File: src/rtl/cg_iteration_sequencer.sv
// -----------------------------------------------------------------------------
// cg_iteration_sequencer
//
// Phase controller for the conjugate-gradient ALU datapath. Each iteration
// walks through: A*p, p.Ap, alpha divide, x/r update sweep, r.r, beta divide,
// and the p update sweep. The solve ends on convergence or at the iteration
// limit.
//
// Ports:
//   clk, reset          clock and synchronous active-high reset
//   start               one-cycle pulse, begins a solve (from IDLE or DONE)
//   total               words per vector (sweep length), captured at start
//   max_iter            iteration limit, 0 behaves as 1
//   mXv_finish, vXv1_finish, vXv2_finish, div_done
//                       completion pulses from the datapath units
//   converged           residual below tolerance, looked at with vXv2_finish
//   reset_mXv1, reset_vXv1, reset_vXv2
//                       one-cycle restart pulses to the datapath units
//   div_start, div_sel  divider kick-off and operand select (0 alpha, 1 beta)
//   mem_address         sweep address
//   memory*_we          vector memory write enables
//   iteration           completed iterations (saturating)
//   busy, finish_all    activity and completion flags
//
// All outputs are decoded from registered state only (Moore machine).
// -----------------------------------------------------------------------------
module cg_iteration_sequencer #(
  parameter int memories_address_width = 32,
  parameter int iteration_width        = 16
) (
  input  logic                              clk,
  input  logic                              reset,
  input  logic                              start,
  input  logic [31:0]                       total,
  input  logic [iteration_width-1:0]        max_iter,
  input  logic                              mXv_finish,
  input  logic                              vXv1_finish,
  input  logic                              vXv2_finish,
  input  logic                              div_done,
  input  logic                              converged,
  output logic                              reset_mXv1,
  output logic                              reset_vXv1,
  output logic                              reset_vXv2,
  output logic                              div_start,
  output logic                              div_sel,
  output logic [memories_address_width-1:0] mem_address,
  output logic                              memoryX_we,
  output logic                              memoryR_we,
  output logic                              memoryRprev_we,
  output logic                              memoryP_we,
  output logic [iteration_width-1:0]        iteration,
  output logic                              busy,
  output logic                              finish_all
);

  typedef enum logic [3:0] {
    IDLE, MXV_RST, MXV_RUN, VXV1_RST, VXV1_RUN, ALPHA_GO, ALPHA_WAIT,
    UPD_XR, VXV2_RST, VXV2_RUN, BETA_GO, BETA_WAIT, UPD_P, DONE
  } state_t;

  // Counter is at least as wide as total so the last-word compare never truncates.
  localparam int CW = (memories_address_width > 32) ? memories_address_width : 32;

  state_t                     state_reg, state_next;
  logic [CW-1:0]              addr_reg, addr_next;
  logic [iteration_width-1:0] iter_reg, iter_next;
  logic                       div_sel_reg, div_sel_next;
  logic [31:0]                total_reg, total_next;

  logic                       total_zero;
  logic                       sweep_last;
  logic [iteration_width-1:0] iter_inc;
  logic [iteration_width-1:0] max_eff;
  logic                       limit_hit;

  // total is latched at start so the write enables never depend on a live input.
  assign total_zero = (total_reg == 32'd0);
  assign sweep_last = total_zero || (addr_reg == (CW'(total_reg) - CW'(1)));
  assign iter_inc   = (&iter_reg) ? iter_reg : iter_reg + iteration_width'(1);
  assign max_eff    = (max_iter == '0) ? iteration_width'(1) : max_iter;
  // One extra bit so a saturated counter still compares as "limit reached".
  assign limit_hit  = (({1'b0, iter_reg} + (iteration_width+1)'(1)) >= {1'b0, max_eff});

  always_ff @(posedge clk) begin
    if (reset) begin
      state_reg   <= IDLE;
      addr_reg    <= '0;
      iter_reg    <= '0;
      div_sel_reg <= 1'b0;
      total_reg   <= '0;
    end else begin
      state_reg   <= state_next;
      addr_reg    <= addr_next;
      iter_reg    <= iter_next;
      div_sel_reg <= div_sel_next;
      total_reg   <= total_next;
    end
  end

  always_comb begin
    state_next   = state_reg;
    addr_next    = addr_reg;
    iter_next    = iter_reg;
    div_sel_next = div_sel_reg;
    total_next   = total_reg;
    case (state_reg)
      IDLE, DONE: begin
        if (start) begin
          state_next = MXV_RST;
          iter_next  = '0;
          total_next = total;
        end
      end
      MXV_RST:  state_next = MXV_RUN;
      MXV_RUN:  if (mXv_finish) state_next = VXV1_RST;
      VXV1_RST: state_next = VXV1_RUN;
      VXV1_RUN: begin
        if (vXv1_finish) begin
          state_next   = ALPHA_GO;
          div_sel_next = 1'b0;
        end
      end
      ALPHA_GO:   state_next = ALPHA_WAIT;
      ALPHA_WAIT: if (div_done) state_next = UPD_XR;
      UPD_XR: begin
        if (sweep_last) begin
          state_next = VXV2_RST;
          addr_next  = '0;
        end else begin
          addr_next = addr_reg + CW'(1);
        end
      end
      VXV2_RST: state_next = VXV2_RUN;
      VXV2_RUN: begin
        if (vXv2_finish) begin
          if (converged || limit_hit) begin
            state_next = DONE;
            iter_next  = iter_inc;
          end else begin
            state_next   = BETA_GO;
            div_sel_next = 1'b1;
          end
        end
      end
      BETA_GO:   state_next = BETA_WAIT;
      BETA_WAIT: if (div_done) state_next = UPD_P;
      UPD_P: begin
        if (sweep_last) begin
          state_next = MXV_RST;
          addr_next  = '0;
          iter_next  = iter_inc;
        end else begin
          addr_next = addr_reg + CW'(1);
        end
      end
      default: state_next = IDLE;
    endcase
  end

  assign reset_mXv1     = (state_reg == MXV_RST);
  assign reset_vXv1     = (state_reg == VXV1_RST);
  assign reset_vXv2     = (state_reg == VXV2_RST);
  assign div_start      = (state_reg == ALPHA_GO) || (state_reg == BETA_GO);
  assign div_sel        = div_sel_reg;
  // addr_reg is cleared at the end of each sweep, so it reads 0 elsewhere.
  assign mem_address    = addr_reg[memories_address_width-1:0];
  assign memoryX_we     = (state_reg == UPD_XR) && !total_zero;
  assign memoryR_we     = (state_reg == UPD_XR) && !total_zero;
  assign memoryRprev_we = (state_reg == UPD_XR) && !total_zero;
  assign memoryP_we     = (state_reg == UPD_P) && !total_zero;
  assign iteration      = iter_reg;
  assign busy           = (state_reg != IDLE) && (state_reg != DONE);
  assign finish_all     = (state_reg == DONE);

endmodule
File: config.mk
export PLATFORM = sky130hd
export DESIGN_NAME = cg_iteration_sequencer
export DESIGN_NICKNAME = d
export VERILOG_FILES = /design/src/rtl/cg_iteration_sequencer.sv
export SDC_FILE = /design/constraint.sdc
export NUM_CORES = 1
export LEC_CHECK = 0
export CAP_MARGIN = 40
export CORE_AREA = 5 5 108 120
export CTS_BUF_LIST = sky130_fd_sc_hd__clkbuf_4 sky130_fd_sc_hd__clkbuf_8
export DETAILED_ROUTE_END_ITERATION = 16
export DIE_AREA = 0 0 113 125
export PLACE_DENSITY_LB_ADDON = 0.15
export SLEW_MARGIN = 10
export SYNTH_ARGS = -nofsm -noshare
export SYNTH_HDL_FRONTEND = slang
export SYNTH_SLANG_ARGS = --single-unit
File: constraint.sdc
create_clock -name clk -period 4.3 [get_ports clk]
set_clock_uncertainty 0.1 [all_clocks]
set_input_delay 0.86 -clock clk [delete_from_list [all_inputs] [get_ports clk]]
set_output_delay 0.86 -clock clk [all_outputs]
set_load 0.03 [all_outputs]
==> results of run 1 <==
[where the power goes]
part	switching [mW]	total, mW	internal [mW]
sequential	0.164	1.03	0.865
clock	0.303	0.522	0.218
combinational	0.805	1.39	0.582
total	1.27	2.94	1.67
[critical path, stage by stage (launching register included)]
cell	delay, ns
dfxtp_1	0.37
nor4_2	0.52
and2_1	0.25
nand2_1	0.06
or4_1	0.61
and3_1	0.27
clkdlybuf4s50_1	0.61
[cells in the mapped netlist (9+ instances only)]
cell type / number
a21oi_1: 50
a31oi_1: 20
and3_1: 16
clkbuf_1: 46
dfxtp_1: 85
ha_1: 20
inv_1: 42
mux2i_1: 21
nand2_1: 149
nand3_1: 40
nand4_1: 31
nor2_1: 58
nor3_1: 52
nor4_1: 21
o21ai_0: 15
o41ai_1: 9
or3_1: 9
xnor2_1: 43
xor2_1: 19
[cell type report]
| class | count | area, µm² |
|---|---|---|
| Clock buffer | 10 | 138 |
| Clock inverter | 5 | 27.5 |
| Fill cell | 1039 | 4040 |
| Inverter | 42 | 158 |
| Multi-Input combinational cell | 678 | 4140 |
| Sequential cell | 85 | 1700 |
| Tap cell | 154 | 193 |
| Timing Repair Buffer | 134 | 1330 |
[timing repair]
action                     CTS  global route
hold endpoints to repair     0             0
setup buffers                0             0
resized for setup            0             2
setup endpoints to repair    0             4
[final timing paths]
kind / to / depth (start not counted) / slack (ns)
hold reg to reg: iteration[10] / 2 / 0.41
setup / recovery: memoryRprev_we / 6 / 0.26
hold / removal: iteration[10] / 2 / 0.41
setup reg to reg: iteration[12] / 14 / 0.59
[through the flow]
stage               util, %  hold slack [ns]
floorplan                 -            0.361
global placement       63.7            0.378
detailed placement     64.0            0.394
CTS                    65.4            0.411
global route           65.5            0.431
finish                 65.5            0.411
[kinds of logic after synthesis]
| kind of cell | share of synthesized area (%) |
|---|---|
| xor+xnor | 8.74 |
| flops | 27.4 |
| buf+inv | 6.26 |
| compound gates | 16.0 |
| simple gates | 34.0 |
| fa+ha+maj | 4.03 |
| mux | 3.56 |
[routing by layer]
layer,track usage (%),vias up
met5,0,-
met4,12.3,0
met2,46.4,240
li1,-,3262
met1,34.2,3229
met3,5.03,51
==> impl_metrics.yaml, run 1 <==
power_and_ir_drop:
  ir_worst_vdd_v: 0.000269
  p_total_mw: 2.94
  power_density_nw_per_um2: 383
  leakage_nw: 2.93
hold_path:
  holdCritPathClass: "reg2reg"
  worstHoldStart: "iteration[10]"
placed_design:
  io_buffers: 114
  place_area_um2: 7500
  place.gp.congestion: 0.973
  dp.cells: 1093
  place_ws_ns: 0.485
  dp_hpwl_mm: 15.1
worst_setup_path:
  crit_type: "reg2out"
  worstPathRequired_ns: 3.34
  start_kind: "flip-flop"
  crit_path_max_fanout: 6
  rr_startpoint: "iteration[0]"
  worstSetupStartpoint: "total_reg[19]"
  cp.arrival_ns: 3.08
  cp-end-kind: "output pin"
sta:
  setup_viol: 0
  tightest_slew_ns: 0.856
  finalSetupTns_ns: 0
  rsz0062_at_grt: "no"
  max_slew_margin_pct: 42.6
  hold_viol_final: 0
  maxSlewViolCount: 0
  period_needed_ns: 4.04
  worst_slack_ns: 0.260
  fin_crit_sh_pct: 94.0
  max_freq_mhz: 248
routing:
  wl_per_cell_um: 18.0
  viasPerCell: 6.12
  first_pass_iters: 8
  wl_met3_mm: 1.19
  drc_errors: 0
  maxUsedRoutingLayer: "met4"
  antenna_left: 0
  vias: 6782
  wl_met2_mm: 9.86
  finalWirelength_mm: 19.9
  met1Wirelength_mm: 8.26
  drt-initial-drc-count: 697
synthesis:
  synth_cells: 860
  syn_area_um2: 6210
  synth_ff_type: "dfxtp_1"
  synth_top_area_cell: "dfxtp_1"
  synth_edf_count: 0
  ys_top_cells_by_area: "dfxtp_1, nand2_1, xnor2_1"
  async_flop_share_pct: 0
  ys_seq_area_share_pct: 27.4
  avgSynthCellArea_um2: 7.22
  synth_top_area_share_pct: 27.4
  synth_fp_nets: 936
  synth.distinct_cells: 68
  ys_ff_latch: 85
  yosysWarnings: 0
floorplan:
  pin_count: 115
  die_x_um: 113
  die_area_um2: 14100
  start_util_pct: 53.0
  core_area_um2: 11700
  fp.dieH_um: 125
  std_cell_rows: 42
clocking:
  cts-root-buf: "clkbuf_8"
  clk_pin_slew_ns: 0.08
  cts_buffers: 9
  cts_max_path_buffers: 2
  htree_levels: 3
  cts_hold_buf: 0
  cts_tree: "yes"
  cts_sinks: 85
  clock_latency_ns: 0.39
finish:
  nets: 1026
  finalNonFillerCells: 1108
  antenna-diode-count: 0
  syn_to_final_growth_pct: 23.6
  final_cell_area_um2: 7680
  final_common_cell: "nand2_1"
  drive_gt1_share_pct: 5.14
  final_cell_mix: "nand2_1, clkdlybuf4s50_1, dfxtp_1"
status:
  status: "complete, no violations"
flow_run:
  max_cap_violations: 0
global_route:
  grt_pass1_wl_mm: 31.9
  grt_max_degree: 83
  overflow: 0
  grt_antenna_before_repair: 0
  grt_pass1_vias: 6598
  grt_usage_pct: 27.6
Note: power is estimated with default switching activity, not from simulation.
==> run 2, diff against run 1 <==
--- a/config.mk
+++ b/config.mk
@@ -10,7 +10,7 @@
 export CTS_BUF_LIST = sky130_fd_sc_hd__clkbuf_4 sky130_fd_sc_hd__clkbuf_8
 export DETAILED_ROUTE_END_ITERATION = 16
 export DIE_AREA = 0 0 113 125
-export PLACE_DENSITY_LB_ADDON = 0.15
+export PLACE_DENSITY = 0.88
 export SLEW_MARGIN = 10
 export SYNTH_ARGS = -nofsm -noshare
 export SYNTH_HDL_FRONTEND = slang
==> constraint.sdc (replaced) <==
create_clock -name clk -period 3.95 [get_ports clk]
set_clock_uncertainty 0.1 [all_clocks]
set_input_delay 0.79 -clock clk [delete_from_list [all_inputs] [get_ports clk]]
set_output_delay 0.79 -clock clk [all_outputs]
set_load 0.03 [all_outputs]
==> impl_metrics.yaml, run 2 (same netlist as run 1, synthesis figures left out) <==
worst_setup_path:
  start_kind: "flip-flop"
  crit_type: "reg2out"
  critPathSlowestCell: "or4_1"
  worstPathCellList: "or3_1, nor3_1, nand2_1, or4_1, and3_1, dlymetal6s2s_1"
  worstPathRequired_ns: 3.06
  worstSetupStartpoint: "total_reg[17]"
  crit_path_max_fanout: 7
  cp.arrival_ns: 2.69
  cpPeakStageDelay_ns: 0.54
  cp-end-kind: "output pin"
  rr_startpoint: "total_reg[22]"
finish:
  antenna-diode-count: 0
  fin_util_pct: 66.7
  nets: 1040
  final_cell_mix: "nand2_1, clkdlybuf4s50_1, dfxtp_1"
  final_common_cell: "nand2_1"
  drive_gt1_share_pct: 6.50
  finalNonFillerCells: 1123
  syn_to_final_growth_pct: 25.8
floorplan:
  fp.dieH_um: 125
  std_cell_rows: 42
  pin_count: 115
  die_area_um2: 14100
  start_util_pct: 53.0
  die_x_um: 113
  core_area_um2: 11700
power_and_ir_drop:
  ir_worst_vdd_v: 0.000232
  power_density_nw_per_um2: 426
  leakage_nw: 3.09
routing:
  viasPerCell: 6.08
  drc_errors: 0
  finalWirelength_mm: 19.2
  first_pass_iters: 5
  vias: 6830
  drt-initial-drc-count: 689
  antenna_left: 0
  wl_per_cell_um: 17.1
sta:
  holdWs_ns: 0.410
  maxSlewViolCount: 0
  period_needed_ns: 3.58
  worst_slack_ns: 0.371
  setup_viol: 0
  fin_crit_sh_pct: 90.6
  hold_viol_final: 0
  tightest_slew_ns: 0.912
  max_slew_margin_pct: 39.2
  rsz0062_at_grt: "no"
  max_freq_mhz: 279
  finalSetupTns_ns: 0
global_route:
  use_met3_pct: 6.62
  grt_max_degree: 83
  grt_antenna_before_repair: 0
  grt_usage_pct: 26.6
  overflow: 0
  grt.met2_usage_pct: 44.1
  grt_pass1_vias: 6331
  gr-usage-met1_pct: 33.8
  grt_pass1_wl_mm: 31.0
  top_usage_layer: "met2"
hold_path:
  holdCritPathClass: "reg2reg"
  worstHoldStart: "iteration[7]"
clocking:
  cts_hold_buf: 0
  clock_latency_ns: 0.38
  cts_max_path_buffers: 2
  cts_sinks: 85
  clk_pin_slew_ns: 0.10
  cts-root-buf: "clkbuf_8"
  htree_levels: 3
  cts_tree: "yes"
  cts_buffers: 9
status:
  status: "complete, no violations"
placed_design:
  place_ws_ns: 0.251
  io_buffers: 114
  dp_hpwl_mm: 14.6
  dp.cells: 1106
  place.gp.congestion: 1.06
flow_run:
  max_cap_violations: 0
run 2: worst paths after layout:
kind / slack, ns / end / cells after the start
hold / removal: 0.41 / iteration[7] / 2
setup / recovery: 0.37 / memoryRprev_we / 6
hold reg to reg: 0.41 / iteration[7] / 2
setup reg to reg: 0.44 / mem_address[24] / 9
run 2: layout make-up:
| class | instances | area, µm² |
|---|---|---|
| Clock buffer | 9 | 124 |
| Fill cell | 1008 | 3900 |
| Timing Repair Buffer | 148 | 1430 |
| Multi-Input combinational cell | 678 | 4130 |
| Inverter | 42 | 158 |
| Sequential cell | 85 | 1700 |
| Clock inverter | 7 | 81.3 |
| Tap cell | 154 | 193 |
run 2: routing by layer:
| layer | part of all wire, % | vias up | wire length [µm] |
|---|---|---|---|
| met2 | 47 | 337 | 9080 |
| li1 | - | 3293 | - |
| met3 | 8.9 | 48 | 1720 |
| met1 | 41 | 3152 | 7860 |
| met4 | 2.9 | 0 | 561 |
| met5 | 0 | - | 0 |
run 2: critical path: cells and delay by family (launching register included):
kind,cells,cell delay (ns)
simple gates,5,1.63
buf+inv,1,0.25
flops,1,0.42
run 2: timing repair:
item	CTS	global route
pin swaps	1	0
gates cloned	0	0
hold endpoints to repair	0	0
setup buffers	1	0
endpoints found under the setup margin	4	4
resized for setup	1	4
run 2: power breakdown:
part / switching (mW) / internal (mW)
clock network: 0.361 / 0.301
registers: 0.166 / 0.942
logic: 0.881 / 0.679
total: 1.41 / 1.92
run 2: metrics by stage:
step / area, µm² / power, mW
2_1_floorplan: 6210 / 2.15
3_3_place_gp: 7540 / 2.59
3_5_place_dp: 7580 / 2.64
4_1_cts: 7810 / 3.31
5_1_grt: 7820 / 3.51
6_report: 7820 / 3.33
==> run 3, diff against run 2 <==
--- a/config.mk
+++ b/config.mk
@@ -5,13 +5,13 @@
 export SDC_FILE = /design/constraint.sdc
 export NUM_CORES = 1
 export LEC_CHECK = 0
-export CAP_MARGIN = 40
+export CAP_MARGIN = 30
 export CORE_AREA = 5 5 108 120
 export CTS_BUF_LIST = sky130_fd_sc_hd__clkbuf_4 sky130_fd_sc_hd__clkbuf_8
 export DETAILED_ROUTE_END_ITERATION = 16
 export DIE_AREA = 0 0 113 125
 export PLACE_DENSITY = 0.88
-export SLEW_MARGIN = 10
+export SLEW_MARGIN = 5
 export SYNTH_ARGS = -nofsm -noshare
 export SYNTH_HDL_FRONTEND = slang
 export SYNTH_SLANG_ARGS = --single-unit
==> impl_metrics.yaml, run 3 (same netlist as run 1, synthesis figures left out) <==
floorplan:
  core_area_um2: 11700
  die_x_um: 113
  fp.dieH_um: 125
  pin_count: 115
  start_util_pct: 53.0
  die_area_um2: 14100
  std_cell_rows: 42
power_and_ir_drop:
  p_total_mw: 3.34
  power_density_nw_per_um2: 427
  swShare_pct: 42.5
  ir_worst_vdd_v: 0.000246
  combPwrFrac_pct: 47.1
  power_frac_seq_pct: 33.2
  internal_power_mw: 1.92
  switching_power_mw: 1.42
  clock_power_share_pct: 19.7
  leakage_nw: 3.09
worst_setup_path:
  cp-end-kind: "output pin"
  path_buf_inv: 1
  cpPeakStageDelay_ns: 0.53
  crit_path_max_fanout: 7
  start_kind: "flip-flop"
  critical-path-top-delay-family: "simple AND/OR/NAND/NOR gates"
  critPathSlowestCell: "or4_1"
  worstPathCellList: "or3_1, nor3_1, nand2_1, or4_1, and3_1, dlymetal6s2s_1"
  crit_type: "reg2out"
  worstPathRequired_ns: 3.06
  cp.arrival_ns: 2.68
global_route:
  grt_pass1_wl_mm: 31.1
  use_met3_pct: 5.27
  gr-usage-met1_pct: 33.5
  grt_usage_pct: 26.4
  grt_pass1_vias: 6381
  overflow: 0
  top_usage_layer: "met2"
  grt.met2_usage_pct: 44.5
  grt_max_degree: 83
  grt_antenna_before_repair: 0
clocking:
  htree_levels: 3
  cts_tree: "yes"
  cts-root-buf: "clkbuf_8"
  clk_pin_slew_ns: 0.09
  cts_max_path_buffers: 2
  cts_sinks: 85
  cts_hold_buf: 0
  cts_buffers: 9
  clock_latency_ns: 0.37
finish:
  nets: 1040
  antenna-diode-count: 0
  multi_input_area_um2: 4130
  final_cell_area_um2: 7820
  final_common_cell: "nand2_1"
  drive_gt1_share_pct: 6.50
  fillers: 969
  seqCellArea_um2: 1700
  syn_to_final_growth_pct: 25.8
  final_cell_mix: "nand2_1, clkdlybuf4s50_1, dfxtp_1"
routing:
  vias: 6874
  viasPerCell: 6.12
  wl_per_cell_um: 17.2
  drt-initial-drc-count: 707
  antenna_left: 0
  drc_errors: 0
  finalWirelength_mm: 19.4
  first_pass_iters: 8
sta:
  hold_viol_final: 0
  tightest_slew_ns: 0.927
  worst_slack_ns: 0.378
  fin_crit_sh_pct: 90.4
  maxSlewViolCount: 0
  max_freq_mhz: 280
  setup_viol: 0
  finalSetupTns_ns: 0
  rsz0062_at_grt: "no"
  max_slew_margin_pct: 38.2
  period_needed_ns: 3.57
placed_design:
  dp_hpwl_mm: 14.6
  place.gp.congestion: 1.06
  place_ws_ns: 0.0535
  io_buffers: 114
  place_area_um2: 7570
status:
  status: "complete, no violations"
hold_path:
  holdCritPathClass: "reg2reg"
flow_run:
  max_cap_violations: 0
run 3: cell counts in the layout (fill, tap and decap cells not counted):
Identical to the previous run, type by type.
run 3: what timing repair did:
| item | CTS | global route |
|---|---|---|
| gates resized for setup | 1 | 4 |
| pin swaps | 1 | 0 |
| endpoints found under the setup margin | 4 | 4 |
| endpoints found under the hold margin | 0 | 0 |
| setup buffers | 1 | 0 |
run 3: routing by layer:
metal / wire length [µm] / share of wire [%] / up-vias
met4: 480 / 2.5 / 0
met1: 7720 / 40 / 3144
met5: 0 / 0 / -
met3: 1960 / 10 / 44
li1: - / - / 3292
met2: 9190 / 47 / 394
run 3: cell type report:
cell class,count,area share (%)
multi-input combinational,678,52.8
sequential,85,21.8
timing repair buffer,148,18.3
tap,154,2.47
inverter,42,2.02
clock buffer,9,1.58
clock inverter,7,1.04
run 3: power groups by stage:
stage	Sequential [mW]	Combinational (mW)	Clock, mW
floorplan	1.09	1.06	0
global placement	1.11	1.48	0
detailed placement	1.12	1.52	0
CTS	1.10	1.54	0.663
global route	1.12	1.70	0.693
finish	1.11	1.57	0.658
run 3: through the flow:
step                      cells  hold WS, ns  util [%]
final                      1123        0.397      66.7
after global routing       1123        0.441      66.7
after CTS                  1122        0.403      66.5
after detailed placement   1105        0.392      64.6
after global placement     1104        0.374      64.4
after floorplan             860        0.361         -
run 3: path summary, 6_finish.rpt:
| path | startpoint | end | slack, ns | depth (start not counted) |
|---|---|---|---|---|
| hold / removal | iteration[1] | iteration[1] | 0.40 | 2 |
| hold reg to reg | iteration[1] | iteration[1] | 0.40 | 2 |
| setup / recovery | total_reg[17] | memoryRprev_we | 0.38 | 6 |
| setup reg to reg | total_reg[2] | mem_address[24] | 0.40 | 10 |
run 3: worst reg2reg max path: cells and delay by family (launching register included):
family | cells | cell delay [ns]
AO/OA/AOI/OAI | 1 | 0.44
XOR/XNOR | 1 | 0.26
buffers and inverters | 2 | 0.56
flip-flops | 1 | 0.38
AND/OR/NAND/NOR | 6 | 1.67
